$ cat src/rtl/rs232_pkg.sv
// Shared definitions for the RS-232 transmit (pop_to_rs232) and receive (rs232_to_push) paths.
package rs232_pkg;

   typedef enum logic [1:0] {ST_IDLE, ST_START, ST_DATA, ST_STOP} rs232_state_e;

   localparam int DATA_BITS = 8;
   localparam int STOP_BITS = 1;

   // Round-to-nearest clock cycles per bit.
   function automatic int calc_divisor(input int clock_freq, input int baud_rate);
      return (clock_freq + baud_rate / 2) / baud_rate;
   endfunction

endpackage

$ cat src/rtl/pop_to_rs232_if.sv
// Show-ahead FIFO read port: the consumer pops the head byte with a single-cycle strobe.
interface pop_to_rs232_if;
   logic [7:0] data;
   logic       empty;
   logic       pop;

   modport master (output data, output empty, input pop);
   modport slave  (input data, input empty, output pop);
endinterface

$ cat src/rtl/rs232_baud_gen.sv
// Bit-period counter: o_bit_end pulses on the last cycle of every DIVISOR-cycle bit.
module rs232_baud_gen #(
   parameter int DIVISOR = 4
) (
   input  logic clock,
   input  logic reset,
   input  logic i_clear,
   input  logic i_run,
   output logic o_bit_end
);

   localparam int CW = (DIVISOR > 2) ? $clog2(DIVISOR) : 1;

   logic [CW-1:0] r_cnt;

   assign o_bit_end = i_run && (r_cnt == CW'(DIVISOR - 1));

   always_ff @(posedge clock or posedge reset) begin
      if (reset)                      r_cnt <= '0;
      else if (i_clear || o_bit_end)  r_cnt <= '0;
      else if (i_run)                 r_cnt <= r_cnt + 1'b1;
   end

endmodule

$ cat src/rtl/pop_to_rs232.sv
// Drains a show-ahead FIFO onto an 8N1 serial line, gated by the host's RTS# flow control.
module pop_to_rs232
   import rs232_pkg::*;
#(
   parameter int CLOCK_FREQ = 133000000,
   parameter int BAUD_RATE  = 12000000
) (
   input  logic             clock,
   input  logic             reset,
   pop_to_rs232_if.slave    fifo,
   output logic             rxd_pin,
   input  logic             rtsn_pin,
   output logic             busy
);

   localparam int DIVISOR = calc_divisor(CLOCK_FREQ, BAUD_RATE);

   generate
      if (DIVISOR < 2) begin : g_bad_divisor
         $error("pop_to_rs232: DIVISOR must be at least 2");
      end
   endgenerate

   rs232_state_e r_state, w_state_nxt;
   logic [7:0]   r_shift, w_shift_nxt;
   logic [3:0]   r_idx,   w_idx_nxt;
   logic         r_rxd,   w_rxd_nxt;
   logic         r_busy;
   logic         r_sync1, r_sync2;
   logic         w_ready, w_bit_end, w_pop;

   // Synchronizer resets to "not ready" so nothing leaves before RTS# is seen low.
   always_ff @(posedge clock or posedge reset) begin
      if (reset) begin
         r_sync1 <= 1'b1;
         r_sync2 <= 1'b1;
      end else begin
         r_sync1 <= rtsn_pin;
         r_sync2 <= r_sync1;
      end
   end

   assign w_ready = ~r_sync2;

   rs232_baud_gen #(.DIVISOR(DIVISOR)) u_baud (
      .clock     (clock),
      .reset     (reset),
      .i_clear   (w_pop),
      .i_run     (r_state != ST_IDLE),
      .o_bit_end (w_bit_end)
   );

   always_comb begin
      w_state_nxt = r_state;
      w_shift_nxt = r_shift;
      w_idx_nxt   = r_idx;
      w_rxd_nxt   = r_rxd;
      // Popping on the last STOP cycle makes back-to-back frames contiguous.
      w_pop = ((r_state == ST_IDLE) || ((r_state == ST_STOP) && w_bit_end))
              && !fifo.empty && w_ready;
      case (r_state)
         ST_START: if (w_bit_end) begin
            w_state_nxt = ST_DATA;
            w_rxd_nxt   = r_shift[0];
            w_shift_nxt = {1'b0, r_shift[7:1]};
            w_idx_nxt   = 4'd0;
         end
         ST_DATA: if (w_bit_end) begin
            if (r_idx == 4'(DATA_BITS - 1)) begin
               w_state_nxt = ST_STOP;
               w_rxd_nxt   = 1'b1;
            end else begin
               w_rxd_nxt   = r_shift[0];
               w_shift_nxt = {1'b0, r_shift[7:1]};
               w_idx_nxt   = r_idx + 4'd1;
            end
         end
         ST_STOP: if (w_bit_end) begin
            w_state_nxt = ST_IDLE;
            w_rxd_nxt   = 1'b1;
         end
         default: ;
      endcase
      if (w_pop) begin
         w_state_nxt = ST_START;
         w_shift_nxt = fifo.data;
         w_idx_nxt   = 4'd0;
         w_rxd_nxt   = 1'b0;
      end
   end

   always_ff @(posedge clock or posedge reset) begin
      if (reset) begin
         r_state <= ST_IDLE;
         r_shift <= '0;
         r_idx   <= '0;
         r_rxd   <= 1'b1;
         r_busy  <= 1'b0;
      end else begin
         r_state <= w_state_nxt;
         r_shift <= w_shift_nxt;
         r_idx   <= w_idx_nxt;
         r_rxd   <= w_rxd_nxt;
         r_busy  <= (w_state_nxt != ST_IDLE);
      end
   end

   assign fifo.pop = w_pop;
   assign rxd_pin  = r_rxd;
   assign busy     = r_busy;

endmodule

$ cat src/flat_wrapper.sv
// flat-port wrapper written by rule: the top's interface ports become plain ports
module pop_to_rs232_flat import rs232_pkg::*;
#(
   parameter int CLOCK_FREQ = 133000000,
   parameter int BAUD_RATE  = 12000000
)
  (clock, reset, rxd_pin, rtsn_pin, busy, fifo_data, fifo_empty, fifo_pop);
  pop_to_rs232_if fifo_i ();
  input  logic clock;
  input  logic reset;
  output logic rxd_pin;
  input  logic rtsn_pin;
  output logic busy;
  input wire logic [$bits(fifo_i.data)-1:0] fifo_data;
  input wire logic [$bits(fifo_i.empty)-1:0] fifo_empty;
  output wire logic [$bits(fifo_i.pop)-1:0] fifo_pop;
  assign fifo_i.data = fifo_data;
  assign fifo_i.empty = fifo_empty;
  assign fifo_pop = fifo_i.pop;
  pop_to_rs232 #(.CLOCK_FREQ(CLOCK_FREQ), .BAUD_RATE(BAUD_RATE)) u_core (.clock(clock), .reset(reset), .fifo(fifo_i), .rxd_pin(rxd_pin), .rtsn_pin(rtsn_pin), .busy(busy));
endmodule
$ cat config.mk
export PLATFORM = sky130hd
export DESIGN_NAME = pop_to_rs232_flat
export DESIGN_NICKNAME = d
export VERILOG_FILES = /design/src/rtl/rs232_pkg.sv /design/src/rtl/pop_to_rs232_if.sv /design/src/rtl/rs232_baud_gen.sv /design/src/rtl/pop_to_rs232.sv /design/src/flat_wrapper.sv
export SDC_FILE = /design/constraint.sdc
export NUM_CORES = 1
export LEC_CHECK = 0
export ABC_AREA = 1
export ABC_CLOCK_PERIOD_IN_PS = 5000
export CAP_MARGIN = 20
export CORE_UTILIZATION = 30
export DETAILED_ROUTE_END_ITERATION = 8
export HOLD_SLACK_MARGIN = 0.12
export PLACE_DENSITY = 0.57
export SETUP_SLACK_MARGIN = 0.4
export SLEW_MARGIN = 20
export SYNTH_ARGS = -nofsm -noshare
export SYNTH_HDL_FRONTEND = slang
export SYNTH_SLANG_ARGS = --single-unit
export TNS_END_PERCENT = 30
$ cat constraint.sdc
create_clock -name clock -period 5 [get_ports clock]
set_input_delay 0.75 -clock clock [delete_from_list [all_inputs] [get_ports clock]]
set_output_delay 0.75 -clock clock [all_outputs]
set_load 0.01 [all_outputs]
Word level (Yosys, flattened, before mapping):

Cells that the tools add are included.

* register bits: 22
* output and inout port bits: 3
* word-level logic and storage cells: 59

* $add $sub $neg: 2
* eq/ne operators: 9
* multiplexer cells: 24
* bitwise gates (word level): 1
* reduce and logical (&&, ||, !) cells: 15

Operators by type and width (count)
* $mux W8: 4
* $mux W4: 6
* $pmux W8 S2: 1
* $ne A3 B3 Y1 const B: 4
* $mux W2: 5
* $add A4 B1 Y4 const B: 2
* $pmux W4 S2: 1
* $reduce_and A4 Y1: 2
* $pmux W2 S3: 1
* $reduce_bool A2 Y1: 3
* $mux W1: 5
* $eq A2 B2 Y1 const B: 2
* $eq A4 B3 Y1 const B: 1
* $eq A4 B4 Y1 const B: 1
* $logic_and A1 B1 Y1: 4
* $reduce_bool A4 Y1: 1
* $pmux W1 S3: 1
* $reduce_bool A3 Y1: 1
* $eq A2 B1 Y1 const B: 1
* $logic_not A2 Y1: 1
* $logic_or A1 B1 Y1: 2
* $logic_not A1 Y1: 1
* $not A1 Y1: 1

Depth between registers and ports, before layout:

Gate-level depths: netlist of the first run.

* depth in word-level cells: 8
* depth in mapped cells: 12
* mapped depth without buffers: 11

Cells and area by module:

A second synthesis of the first run with hierarchy kept.

* cells, all modules: 180
* area total of the unflattened synthesis: 1310.0 sq um

Modules (own cells, without submodules)
* pop_to_rs232: instances 1, cells each 148, area an instance 1069.8 sq um, sequential area each 454.2 sq um
* rs232_baud_gen: instances 1, cells each 32, area an instance 240.2 sq um, sequential area each 100.1 sq um

Least setup slack after synthesis of the first run:

OpenSTA, ideal clock, no wires.

* path type: register -> output
* from: register u_core.r_state[0]
* to: output fifo_pop
* data arrival time: 1.325 ns
* slack: 2.925 ns
* cell stages (with the launch flop): 9
* cells stage by stage: dfrtp_1 > inv_1 > ha_1 > nor2_2 > nand3_2 > nand2_2 > nand2_4 > buf_6 > inv_2

* word-level cells in the longest chain between the ends: 6
* elaborated cells between the ends (all ways): 8

Ends and longest elaborated chain
* start, declared: line pop_to_rs232.sv:24 `rs232_state_e r_state, w_state_nxt;`
* start signal, assigned: line pop_to_rs232.sv:100 `r_state <= w_state_nxt;`
* $reduce_bool A2 Y1: line pop_to_rs232.sv:49 `.i_run (r_state != ST_IDLE),`
* $logic_and A1 B1 Y1: line rs232_baud_gen.sv:16 `assign o_bit_end = i_run && (r_cnt == CW'(DIVISOR - 1));`
* $logic_and A1 B1 Y1: line pop_to_rs232.sv:59 `w_pop = ((r_state == ST_IDLE) || ((r_state == ST_STOP) && w_bit_end))`
* $logic_or A1 B1 Y1 *: line pop_to_rs232.sv:59
* $logic_and A1 B1 Y1 * (2 in a row): line pop_to_rs232.sv:60 `&& !fifo.empty && w_ready;`
* end, declared: line flat_wrapper.sv:16 `output wire logic [$bits(fifo_i.pop)-1:0] fifo_pop;`

Mark *: on every way between the ends. The rest lies on a longest branch, timed or not.

Final worst setup path of the first run:

* from: input fifo_empty
* to: output fifo_pop

* word-level cells in the longest chain between the ends: 3

Ends and longest elaborated chain
* start, declared: line flat_wrapper.sv:15 `input wire logic [$bits(fifo_i.empty)-1:0] fifo_empty;`
* $logic_not A1 Y1: line pop_to_rs232.sv:60
* $logic_and A1 B1 Y1 (2 in a row): line pop_to_rs232.sv:60

No other way between the ends.

==> flow_metrics.tcl, run 1 <==
set metrics [dict create \
    synth_area_um2 1340 \
    ioPinCount 15 \
    routed_wirelength_mm 2.62 \
    cts_setup_buffers 0 \
    clk_latency_ps 270 \
    die-width_um 68.9 \
    drt_iter0_markers 50 \
    maxSlewViolCount 0 \
    grt_use_total_pct 14.0 \
    synth_area_leaders "dfrtp_1 35%, nand2_1 17%, nand3_1 9.3%, ha_1 8.4%, dfstp_2 5.9%" \
    die_h_um 68.9 \
    period_minus_slack_ps 3240 \
    run_status "complete, no violations" \
    p_per_area_nw_per_um2 445 \
    h-tree-depth 1 \
    portBuffers 14 \
    synth.most_common_cell "nand2_1" \
    postCtsResizedCells 0 \
    cts.path.max_buffers 2 \
    grt_start_max_net_pins 23 \
    cp_top_family "buffers and inverters" \
    start_util_pct 32.4 \
    grt_overflow 0 \
    crit_type "in2out" \
    synth.distinct_cells 26 \
    ys_ff_latch 22 \
    cp_num_buf_inv 5 \
    seqPwrFrac_pct 38.1 \
    crit_chain "clkdlybuf4s50_1, inv_1, nand2_1, inv_1, nand2_4, inv_2, clkdlybuf4s50_1" \
    dp.cells 232 \
    synth-edff-count 0 \
    intPower_mw 0.409 \
    ff2ff_setup_slack_ps 2670 \
    cts_tree "done" \
    dp_hpwl_mm 1.93 \
    clock_skew_ps 7.56 \
    clock_sinks 22 \
    hold_violations 0 \
    area_growth_pct 15.7 \
    drc_errors 0 \
    switching_share_pct 40.7 \
    rows 23 \
    fin_setup_tns_ps 0 \
    yosysWarnings 0 \
    antenna_found_initial 0 \
    hold_buffers 0 \
    synthFlopType "dfrtp_1" \
    cap_violations 0 \
    power_mw 0.690 \
    dp_slack_ps 1760 \
    post-route-period-util_pct 64.8 \
    synth_top_area_share_pct 35.4 \
    synth_nets 195 \
    min_path_type "reg2reg" \
    cpMaxStageDelayCell "clkdlybuf4s50_1" \
    rsz0062_at_grt "false" \
    max_freq_mhz 309 \
    worst_setup_path_start_kind "primary input" \
    clock_power_share_pct 18.7 \
    dieArea_um2 4740 \
    core_um2 4140 \
    cp_max_fo 13 \
    clockRootBuffer "clkbuf_8" \
    viasPerCell 4.57 \
    synth_top_cells_by_count "60 x nand2_1, 25 x nand3_1, 19 x dfrtp_1" \
    syn_inst 174 \
    slowest_delay_ps 530 \
    peakVddDrop_mv 0.168 \
    grt_pass1_vias 1094 \
    drive_above_1_share_pct 10.2 \
    tightestPinTransition_ps 851 \
    yosysSeqAreaShare_pct 41.3 \
    syn_avg_cell_area_um2 7.71 \
    cp-end-kind "primary output" \
    gp_congestion 0.800 \
    fin_cells 236 \
    clk_pin_slew_ps 70 \
    wl_per_cell_um 11.1 \
    vias 1079 \
    grt_pass1_wl_mm 4.95 \
    worstPathRequired_ps 4250 \
    slew_headroom_pct 43.2 \
    numCtsBuffers 3 \
    yosys.area.top_type "dfrtp_1" \
    antenna_cells 0 \
    fillCellCount 459 \
    dr.pass1.iters 4 \
    finalNetCount 208 \
    setup_viol 0 \
    arrival_ps 2490 \
    synth-async-reset-ratio_pct 100 \
    ant_nets 0 \
    p_leak_nw 0.822 \
    switchingPower_mw 0.281 \
    p_comb_share_pct 43.2 \
    layout_setup_ws_ps 1760 \
]
[flip-flops by register name (all words and copies together) (netlist names)]
register	count
u_core.busy	1
u_core.r_idx	4
u_core.r_sync1	1
u_core.u_baud.r_cnt	4
u_core.rxd_pin	1
u_core.r_sync2	1
u_core.r_shift	8
u_core.r_state	2
[cells by family after synthesis]
group                    synth area share, %
adder cells (fa/ha/maj)                 8.40
AO/OA/AOI/OAI                           5.41
AND/OR/NAND/NOR                         35.5
flip-flops                              41.3
buffers and inverters                   8.02
XOR/XNOR                                1.31
[per-stage QoR]
step	hold slack (ps)	cell area, um^2	utilization (%)
floorplan	345	1340	-
global placement	346	1500	36.1
detailed placement	347	1500	36.1
CTS	358	1550	37.4
global route	361	1550	37.4
finish	357	1550	37.4
[cell usage in the layout, fill, tap and decap left out, drive strengths merged]
cell type,instances
nand2,64
nand3,26
dfrtp,19
inv,16
clkdlybuf4s50,14
nor2,11
ha,9
a21oi,7
clkbuf,4
dfstp,3
nand4,2
xor2,2
nor3,2
o21ai,2
or2,2
a21boi,1
o221ai,1
o31ai,1
[layout make-up]
| cell class | count | area [um^2] | share of cell area (%) |
|---|---|---|---|
| multi-input cells | 130 | 679 | 43.8 |
| flip-flops and latches | 22 | 554 | 35.7 |
| inverters | 16 | 60.1 | 3.87 |
| repair buffers | 14 | 140 | 9.03 |
| clock buffers | 4 | 55.1 | 3.55 |
| well taps | 50 | 62.6 | 4.03 |
[final timing paths]
kind / startpoint / to / depth (start not counted)
max: fifo_empty / fifo_pop / 7
min: u_core.r_sync1$_DFF_PP1_ / u_core.r_sync2$_DFF_PP1_ / 0
max reg2reg: u_core.r_state[0]$_DFF_PP0_ / u_core.r_shift[6]$_DFFE_PP0P_ / 10
min reg2reg: u_core.r_sync1$_DFF_PP1_ / u_core.r_sync2$_DFF_PP1_ / 0
max in group asynchronous: reset / u_core.r_state[1]$_DFF_PP0_ / 2
min in group asynchronous: reset / u_core.r_shift[4]$_DFFE_PP0P_ / 2
[metal layers]
layer / up-vias / track usage (%) / part of all wire (%) / wire length [um]
met2: 10 / 20.9 / 44 / 1150
met4: 0 / 6.89 / 2.2 / 58
li1: 577 / - / - / -
met1: 487 / 20.1 / 52 / 1380
met3: 5 / 1.48 / 1.4 / 38
met5: - / 0 / 0 / 0
[power groups by stage]
stage | Sequential, mW | Clock [mW] | Combinational [mW]
2_1_floorplan | 0.262 | 0 | 0.251
3_3_place_gp | 0.265 | 0 | 0.300
3_5_place_dp | 0.266 | 0 | 0.300
4_1_cts | 0.262 | 0.132 | 0.302
5_1_grt | 0.269 | 0.139 | 0.348
6_report | 0.263 | 0.129 | 0.298
No activity file was read; power rests on OpenSTA's default activity.
==> inputs of run 2 (changes only) <==
Settings changed: ABC_CLOCK_PERIOD_IN_PS 5000 to 2950, PLACE_DENSITY 0.57 to 0.59.
Clock period 5 ns to 2.95 ns, I/O delays scaled along.
==> flow_metrics.tcl, run 2 (synthesized netlist as in run 1, its figures left out) <==
set metrics [dict create \
    cp-end-kind "primary output" \
    clockRootBuffer "clkbuf_8" \
    rr_startpoint "u_core.r_state[1]$_DFF_PP0_" \
    clock_sinks 22 \
    post-route-period-util_pct 70.9 \
    finalNetCount 213 \
    slew_headroom_pct 43.5 \
    rsz0062_at_grt "false" \
    run_status "complete, no violations" \
    drc_errors 0 \
    arrival_ps 1650 \
    dieArea_um2 4740 \
    drive_above_1_share_pct 13.1 \
    setup_viol 0 \
    worstPathRequired_ps 2510 \
    grt_pass1_vias 1091 \
    area_growth_pct 19.6 \
    vias 1129 \
    grt_start_max_net_pins 23 \
    portBuffers 14 \
    hold_buffers 0 \
    r2r_end "u_core.r_shift[6]$_DFFE_PP0P_" \
    start_util_pct 32.4 \
    die-width_um 68.9 \
    gp_congestion 0.768 \
    min_path_type "reg2reg" \
    hold_violations 0 \
    fin_setup_tns_ps 0 \
    largest_register "u_core.r_shift" \
    cap_violations 0 \
    fillCellCount 435 \
    final_cell_mix "60 x nand2_1, 25 x nand3_1, 19 x dfrtp_1" \
    cpMaxStageDelayCell "dfrtp_1" \
    cts_tree "done" \
    drt_iter0_markers 13 \
    routed_wirelength_mm 2.69 \
    largest_reg_flops 8 \
    worst_setup_path_start_kind "register" \
    wl_per_cell_um 11.2 \
    crit_type "reg2out" \
    grt_overflow 0 \
    dr.pass1.iters 4 \
    antenna_cells 0 \
    dp_slack_ps 391 \
    tightestPinTransition_ps 846 \
    clk_pin_slew_ps 70 \
    final_common_cell "nand2_1" \
    crit_chain "inv_2, ha_4, nor2_4, nand3_2, nand2_4, nand2_4, inv_2, dlymetal6s2s_1" \
    ff2ff_setup_slack_ps 900 \
    seq_area_um2 554 \
    core_um2 4140 \
    grt_use_total_pct 13.4 \
    slowest_delay_ps 400 \
    cp_max_fo 12 \
    peakVddDrop_mv 0.305 \
    p_leak_nw 0.860 \
    numCtsBuffers 3 \
    multi_input_area_um2 702 \
    clock_skew_ps 11.4 \
    worst-r2r-cell-count 8 \
    dp_hpwl_mm 1.95 \
    ant_nets 0 \
    die_h_um 68.9 \
    min_to "u_core.r_sync2$_DFF_PP1_" \
    min_delay_path_depth 0 \
    grt_pass1_wl_mm 4.72 \
    layout_setup_ws_ps 859 \
    period_minus_slack_ps 2090 \
    maxSlewViolCount 0 \
    hold_start "u_core.r_sync1$_DFF_PP1_" \
    viasPerCell 4.68 \
    antenna_found_initial 0 \
    clk_latency_ps 260 \
    max_freq_mhz 478 \
    cts.path.max_buffers 2 \
    rows 23 \
    h-tree-depth 1 \
    ioPinCount 15 \
    top_regs "u_core.r_shift: 8 flops, u_core.r_idx: 4 flops, u_core.u_baud.r_cnt: 4 flops" \
    p_per_area_nw_per_um2 748 \
]
[run 2: changes by cell type in the layout (fill, tap and decap cells not counted)]
cell             delta
clkdlybuf4s50_1     -1
nor2_2              -1
inv_1               -1
nand2_4             +1
inv_2               +1
buf_4               +5
clkbuf_1            +1
dlymetal6s2s_1      +1
ha_4                +1
nor2_4              +1
clkbuf_8            -1
nand2_2             -1
ha_1                -1
[run 2: where the power goes]
| group | switching (mW) | internal, mW |
|---|---|---|
| clock | 0.0954 | 0.0962 |
| sequential | 0.0571 | 0.390 |
| combinational | 0.341 | 0.220 |
[run 2: worst max-delay path: cells and delay by family, from the launching register on]
family                     cells  cell delay, ps
buffers and inverters          3             350
DFF                            1             400
and+or+nand+nor                4             450
adders and majority gates      1             190
[run 2: how the worst max path moves through the flow]
stage                                      startpoint                       endpoint  cells past startpoint
after floorplan           u_core.r_state[0]$_DFF_PP0_                       fifo_pop                      8
after global placement    u_core.r_state[0]$_DFF_PP0_                       fifo_pop                      8
after detailed placement  u_core.r_state[1]$_DFF_PP0_                       fifo_pop                      8
after CTS                 u_core.r_state[0]$_DFF_PP0_                       fifo_pop                      8
after global routing      u_core.r_state[1]$_DFF_PP0_  u_core.r_shift[4]$_DFFE_PP0P_                      8
final                     u_core.r_state[0]$_DFF_PP0_                       fifo_pop                      8
[run 2: timing repair]
item | 4_1_cts | 5_1_grt
pin swaps | 1 | 0
endpoints found under the setup margin | 1 | 1
setup buffers | 2 | 1
gates resized for setup | 3 | 3
endpoints found under the hold margin | 0 | 0
[run 2: layout make-up]
type / instances / share of cell area (%)
multi-input combinational: 130 / 43.8
clock buffer: 4 / 2.81
sequential: 22 / 34.6
inverter: 16 / 3.74
timing repair buffer: 19 / 11.2
tap: 50 / 3.90
[run 2: per-layer routing]
| layer | vias to the layer above | track usage (%) | part of all wire (%) |
|---|---|---|---|
| met3 | 4 | 2.47 | 2.1 |
| met4 | 0 | 4.59 | 1.4 |
| met5 | - | 0 | 0 |
| met1 | 519 | 16.6 | 49 |
| met2 | 14 | 23.2 | 47 |
| li1 | 592 | - | - |
[run 2: metrics by stage]
step,power (mW),hold WS [ps],instance area [um^2],util (%),cells
final,1.20,360,1600,38.7,241
after global routing,1.31,367,1600,38.7,241
after CTS,1.19,363,1580,38.2,240
after detailed placement,0.967,352,1510,36.5,234
after global placement,0.963,348,1510,36.5,234
after floorplan,0.869,345,1340,-,174
